File: src/rtl/mmult_pkg.sv
// Shared types and helpers for the matrix-multiplier tile controller.
package mmult_pkg;

    typedef enum logic [3:0] {
        IDLE      = 4'd0,
        FETCH_ROW = 4'd1,
        LOAD_ROW  = 4'd2,
        FETCH_COL = 4'd3,
        ISSUE     = 4'd4,
        ADVANCE   = 4'd5,
        DRAIN     = 4'd6,
        DONE_ST   = 4'd7
    } mmult_state_t;

    function automatic int idx_w(input int max_v);
        return (max_v > 2) ? $clog2(max_v) : 1;
    endfunction

endpackage

File: src/rtl/mmult_lane_mask.sv
// Active-lane mask for a column tile: lane i is live while its
// column (base + i) is still inside the configured width.
module mmult_lane_mask
    import mmult_pkg::*;
#(
    parameter int M_MAX = 4,
    parameter int LANES = 2,
    localparam int MW = idx_w(M_MAX)
) (
    input  logic [MW-1:0]    col_idx_i,
    input  logic [MW-1:0]    cols_m1_i,
    output logic [LANES-1:0] mask_o
);

    // One extra bit so base + lane never wraps past M_MAX.
    localparam int SW = MW + 1;

    always_comb begin
        mask_o = '0;
        for (int i = 0; i < LANES; i++) begin
            mask_o[i] = (SW'(col_idx_i) + SW'(i)) <= SW'(cols_m1_i);
        end
    end

endmodule

File: src/rtl/mmult_tile_ctrl.sv
// Tile sequencer for the matrix-multiplier datapath: walks rows and
// LANES-wide column tiles, issues PE starts, then drains before done.
module mmult_tile_ctrl
    import mmult_pkg::*;
#(
    parameter int N_MAX = 4,
    parameter int M_MAX = 4,
    parameter int LANES = 2,
    localparam int NW = idx_w(N_MAX),
    localparam int MW = idx_w(M_MAX)
) (
    input  logic             clk,
    input  logic             rst,
    input  logic             start,
    input  logic             abort,
    input  logic [NW-1:0]    cfg_rows_m1,
    input  logic [MW-1:0]    cfg_cols_m1,
    input  logic             fetch_stall,
    input  logic             data_stall,
    input  logic             fifo_full,
    input  logic [LANES-1:0] pe_ready,
    output logic             fetch_row,
    output logic             load_row,
    output logic             fetch_col,
    output logic [LANES-1:0] start_pe,
    output logic [NW-1:0]    row_idx,
    output logic [MW-1:0]    col_idx,
    output logic             busy,
    output logic             done,
    output logic             cfg_err
);

    localparam int SW = MW + 1;

    mmult_state_t state_q, state_d;

    logic [NW-1:0]    rows_q, rows_d;
    logic [NW-1:0]    row_q, row_d;
    logic [MW-1:0]    cols_q, cols_d;
    logic [MW-1:0]    col_q, col_d;
    logic             done_q, done_d;
    logic             err_q, err_d;

    logic [LANES-1:0] mask;
    logic [SW-1:0]    col_sum;
    logic             cfg_bad;
    logic             last_tile;
    logic             last_row;
    logic             can_issue;

    mmult_lane_mask #(
        .M_MAX (M_MAX),
        .LANES (LANES)
    ) u_lane_mask (
        .col_idx_i (col_q),
        .cols_m1_i (cols_q),
        .mask_o    (mask)
    );

    assign cfg_bad   = (int'(cfg_rows_m1) >= N_MAX)
                    || (int'(cfg_cols_m1) >= M_MAX);
    assign col_sum   = SW'(col_q) + SW'(LANES);
    assign last_tile = col_sum > SW'(cols_q);
    assign last_row  = row_q == rows_q;

    // Idle lanes beyond the matrix edge must not hold up the issue.
    assign can_issue = ((pe_ready & mask) == mask)
                    && !fifo_full && !data_stall;

    always_comb begin
        state_d   = state_q;
        rows_d    = rows_q;
        cols_d    = cols_q;
        row_d     = row_q;
        col_d     = col_q;
        done_d    = done_q;
        err_d     = err_q;
        fetch_row = 1'b0;
        load_row  = 1'b0;
        fetch_col = 1'b0;
        start_pe  = '0;

        if (abort) begin
            state_d = IDLE;
        end else begin
            unique case (state_q)
                IDLE, DONE_ST: begin
                    if (start) begin
                        rows_d = cfg_rows_m1;
                        cols_d = cfg_cols_m1;
                        done_d = 1'b0;
                        if (cfg_bad) begin
                            err_d   = 1'b1;
                            state_d = IDLE;
                        end else begin
                            err_d   = 1'b0;
                            row_d   = '0;
                            col_d   = '0;
                            state_d = FETCH_ROW;
                        end
                    end
                end
                FETCH_ROW: begin
                    if (!fetch_stall) begin
                        fetch_row = 1'b1;
                        state_d   = LOAD_ROW;
                    end
                end
                LOAD_ROW: begin
                    if (!data_stall) begin
                        load_row = 1'b1;
                        state_d  = FETCH_COL;
                    end
                end
                FETCH_COL: begin
                    if (!fetch_stall) begin
                        fetch_col = 1'b1;
                        state_d   = ISSUE;
                    end
                end
                ISSUE: begin
                    if (can_issue) begin
                        start_pe = mask;
                        state_d  = ADVANCE;
                    end
                end
                ADVANCE: begin
                    if (last_tile && last_row) begin
                        state_d = DRAIN;
                    end else if (last_tile) begin
                        col_d   = '0;
                        row_d   = row_q + NW'(1);
                        state_d = FETCH_ROW;
                    end else begin
                        col_d   = col_sum[MW-1:0];
                        state_d = FETCH_COL;
                    end
                end
                DRAIN: begin
                    if (&pe_ready) begin
                        done_d  = 1'b1;
                        state_d = DONE_ST;
                    end
                end
                default: state_d = IDLE;
            endcase
        end
    end

    always_ff @(posedge clk or posedge rst) begin
        if (rst) begin
            state_q <= IDLE;
            rows_q  <= '0;
            cols_q  <= '0;
            row_q   <= '0;
            col_q   <= '0;
            done_q  <= 1'b0;
            err_q   <= 1'b0;
        end else begin
            state_q <= state_d;
            rows_q  <= rows_d;
            cols_q  <= cols_d;
            row_q   <= row_d;
            col_q   <= col_d;
            done_q  <= done_d;
            err_q   <= err_d;
        end
    end

    assign busy    = (state_q != IDLE) && (state_q != DONE_ST) && !abort;
    assign row_idx = row_q;
    assign col_idx = col_q;
    assign done    = done_q;
    assign cfg_err = err_q;

endmodule

File: config.mk
export PLATFORM = sky130hd
export DESIGN_NAME = mmult_tile_ctrl
export DESIGN_NICKNAME = d
export VERILOG_FILES = /design/src/rtl/mmult_pkg.sv /design/src/rtl/mmult_lane_mask.sv /design/src/rtl/mmult_tile_ctrl.sv
export SDC_FILE = /design/constraint.sdc
export NUM_CORES = 1
export LEC_CHECK = 0
export CELL_PAD_IN_SITES_DETAIL_PLACEMENT = 1
export CELL_PAD_IN_SITES_GLOBAL_PLACEMENT = 1
export CORE_MARGIN = 2
export CORE_UTILIZATION = 34
export CTS_CLUSTER_SIZE = 10
export DETAILED_ROUTE_END_ITERATION = 12
export GPL_TIMING_DRIVEN = 0
export PLACE_DENSITY_LB_ADDON = 0.1
export SYNTH_ARGS = -nofsm -noshare
export SYNTH_HDL_FRONTEND = slang
export SYNTH_SLANG_ARGS = --single-unit
File: constraint.sdc
create_clock -name clk -period 2.3 [get_ports clk]
set_input_delay 0.345 -clock clk [delete_from_list [all_inputs] [get_ports clk]]
set_output_delay 0.345 -clock clk [all_outputs]
set_load 0.01 [all_outputs]
==> metrics.md <==
| Metric | Value |
|---|---|
| Status | finished, final reports clean |
| Initial Util | roughly a third |
| WP depth | 7 |
| Area grow syn2layout | 36.4% |
| Final ANT Viol Nets | 0 |
| Total Wirelength | ~2.2 mm |
| Root Buffer | clkbuf_4 |
| CORE AREA | around 0.0024 mm2 |
| R2r worst-path depth | 4 |
| CP max-delay cell | dfrtp_1 |
| Io pins | 25 |
| Worst path arrival time | 1.90 ns |
| RR Startpoint | state_q[1]$_DFFE_PP0P_ |
| Top delay family on crit path | simple AND/OR/NAND/NOR gates |
| Final cell count without fillers | between 150 and 200 |
| Tot Pwr | about 0.86 mW |
| Clk buf depth | 2 |
| Max Cap Viol | 0 |
| HPWL after DPL | ~1.7 mm |
| Largest net degree at the start of global routing | 12 |
| Count of antenna diodes in the layout | 0 |
| Hold-fix buffers at CTS | 0 |
| Worst setup path end | start_pe[0] |
| 1st-pass router iterations | 4 |
| Total GRT Usage | between 15 and 20% |
| Worst r2r dst | rows_q[0]$_DFFE_PP0P_ |
| Worst EP required | 1.96 ns |
| Placed cells | about 150 |
| Fin nets | between 100 and 150 |
| First-pass GRT wire length | around 3.7 mm |
| Chip width | 54.2 um |
| Avg Vias per Cell | 5.24 |
| Worst clock skew | ~0.0036 ns |
| Critical path's largest stage delay | 0.39 ns |
| Final Hold Fails | 0 |
| Leakage | 0.512 nW |
| CTS tree | yes |
| Final Setup Violations | 0 |
| Ys async rst share | 100% |
| Peak supply drop | approximately 0.00045 V |
| Fin crit period | between 2 and 2.5 ns |
| Pwr Density | ~730 mW/mm2 |
| GRT overflow | 0 |
| Post-synth EDFFs | 0 |
| YS warnings | 0 |
| Area leader, netlist | dfrtp_1 |
| Initial DRC Count | 4 |
| Crit path kind | flop to primary output |
| Buffers on Ports | 21 |
| Area contributors post-synth | dfrtp_1, ha_1, nand2_1 |
| Most frequent cells in the layout | clkdlybuf4s50_1, dfrtp_1, nand2_1, inv_1 |
| Post-route DRC | 0 |
| Cts bufs inserted | 3 |
| Setup crit start kind | flop |
| Mapped cell area | around 860 um2 |
| Post-synthesis sequential area ratio | 32.1% |
| CP endpoint kind | primary output |
| # clock sinks | 11 |
| Primary FF master, synth | dfrtp_1 |
| Final Max Tran Viols | 0 |
| Reg clk slew, reported paths | approximately 0.07 ns |
| Unrepaired setup endpoints after global routing | true |
| Netlist cell types | around 40 |
| Vias in the first global route | a little over 800 |
| Flops & latches, synth | 11 |
| CP Cell Sequence | inv_2, ha_4, a21oi_2, nor2_1, nor4bb_2, a21boi_2, buf_2 |
| Leading cell type in the layout, fill and taps excluded | clkdlybuf4s50_1 |
| Buf+Inv Stages, Crit Path | 2 |
| Number of H-tree levels | 1 |
| Reg-to-reg slack, setup | between 0.4 and 0.5 ns |
| WL/cell | approximately 14 um |
| Max Freq | roughly 450 MHz |
| CP startpoint | col_idx[1]$_DFFE_PP0P_ |
| Period utilisation layout | 97.5% |
| Num rows | 18 |
| Worst hold path type | input port to flop |
| Hold_ws | 0.280 ns |
| Routability congestion estimate | 0.807 |
| Clk Latency, worst-skew pair | around 0.27 ns |
| Initial antenna violation count | 0 |
| Die Ht | 54.2 um |
| Synthesized area per cell | a little under 9 um2 |
| Die footprint | ~0.003 mm2 |
| Share of the synthesized area in the top cell type | 32.1% |
| Via Count | between 800 and 900 |
| Crit-path max FO | 3 |
| Layout cells sized above 1 | slightly above 20% |
| Syn Inst Count | 96 |
==> logic make-up (layout without fill, tap and decap cells) <==
| kind of cell | after synthesis | after routing | share of synthesized area [%] |
|---|---|---|---|
| simple gates | 42 | 42 | 30.5 |
| xor+xnor | 2 | 2 | 2.04 |
| mux | 3 | 3 | 3.94 |
| flops | 11 | 11 | 32.1 |
| fa+ha+maj | 3 | 3 | 4.37 |
| buf+inv | 13 | 40 | 8.16 |
| compound gates | 21 | 21 | 18.5 |
| other cells | 1 | 2 | 0.437 |
==> state kept, by name, indices dropped and copies added (netlist names) <==
register and count:
done 1, state_q 3, cols_q 2, rows_q 2, col_idx 1, row_idx 2
==> how the worst min path moves through the flow <==
stage | start | end | slack (ns) | cells past startpoint
2_1_floorplan | rst | col_idx[1]$_DFFE_PP0P_ | 0.20 | 1
3_3_place_gp | rows_q[0]$_DFFE_PP0P_ | rows_q[0]$_DFFE_PP0P_ | 0.52 | 1
3_5_place_dp | rows_q[0]$_DFFE_PP0P_ | rows_q[0]$_DFFE_PP0P_ | 0.53 | 1
4_1_cts | abort | state_q[1]$_DFFE_PP0P_ | 0.27 | 2
5_1_grt | abort | state_q[1]$_DFFE_PP0P_ | 0.26 | 2
6_report | abort | state_q[1]$_DFFE_PP0P_ | 0.28 | 2
==> per-stage QoR <==
step / utilization, % / worst slack [ns] / TNS [ns] / instance area (um2)
floorplan: - / 0.273 / 0 / 862
global placement: 45.6 / -0.274 / -0.507 / 1110
detailed placement: 45.6 / -0.327 / -0.598 / 1110
CTS: 47.4 / 0.0422 / 0 / 1150
global route: 48.1 / -0.0970 / -0.133 / 1170
finish: 48.1 / 0.0585 / 0 / 1170
==> worst reg2reg max path: stages, from the launching register on <==
cell      delay [ns]
dfrtp_1         0.40
clkbuf_4        0.19
or3_1           0.37
a21oi_2         0.39
mux2_2          0.38
==> cells in the mapped netlist, drive strengths merged, types with 2 or more instances <==
| library cell | instances |
|---|---|
| o21ai | 3 |
| inv | 7 |
| dfrtp | 11 |
| nor4 | 2 |
| nand3b | 3 |
| buf | 6 |
| ha | 3 |
| and3 | 2 |
| nand2 | 9 |
| nand4bb | 2 |
| nor3 | 3 |
| nor2 | 5 |
| nand3 | 3 |
| mux2 | 3 |
| o211a | 2 |
| a21oi | 6 |
| nand2b | 3 |
| nor2b | 3 |
| xnor2 | 2 |
==> layer usage <==
metal,global-route usage (%),wire [um],vias up
met5,0,0,-
met4,3.75,8,0
met3,5.46,103,2
met2,30.3,1090,17
met1,21.5,1010,391
li1,-,-,397
==> where the power goes <==
part	switching, mW	internal [mW]	total, mW
clock network	0.0619	0.0671	0.129
logic	0.224	0.206	0.430
registers	0.0543	0.242	0.297
total	0.340	0.515	0.855
==> cell type report <==
cell class	instances	area, um2
repair buffers	23	216
multi-input cells	73	543
flip-flops and latches	11	275
well taps	30	37.5
plain buffers	6	46.3
inverters	7	26.3
clock buffers	4	26.3
fillers	306	1260
==> what timing repair did <==
action | CTS | global route
resized for setup | 14 | 3
buffers inserted | 1 | 1
setup endpoints to repair | 3 | 4
pin swaps | 1 | 0
(Power assumes the default switching activity.)
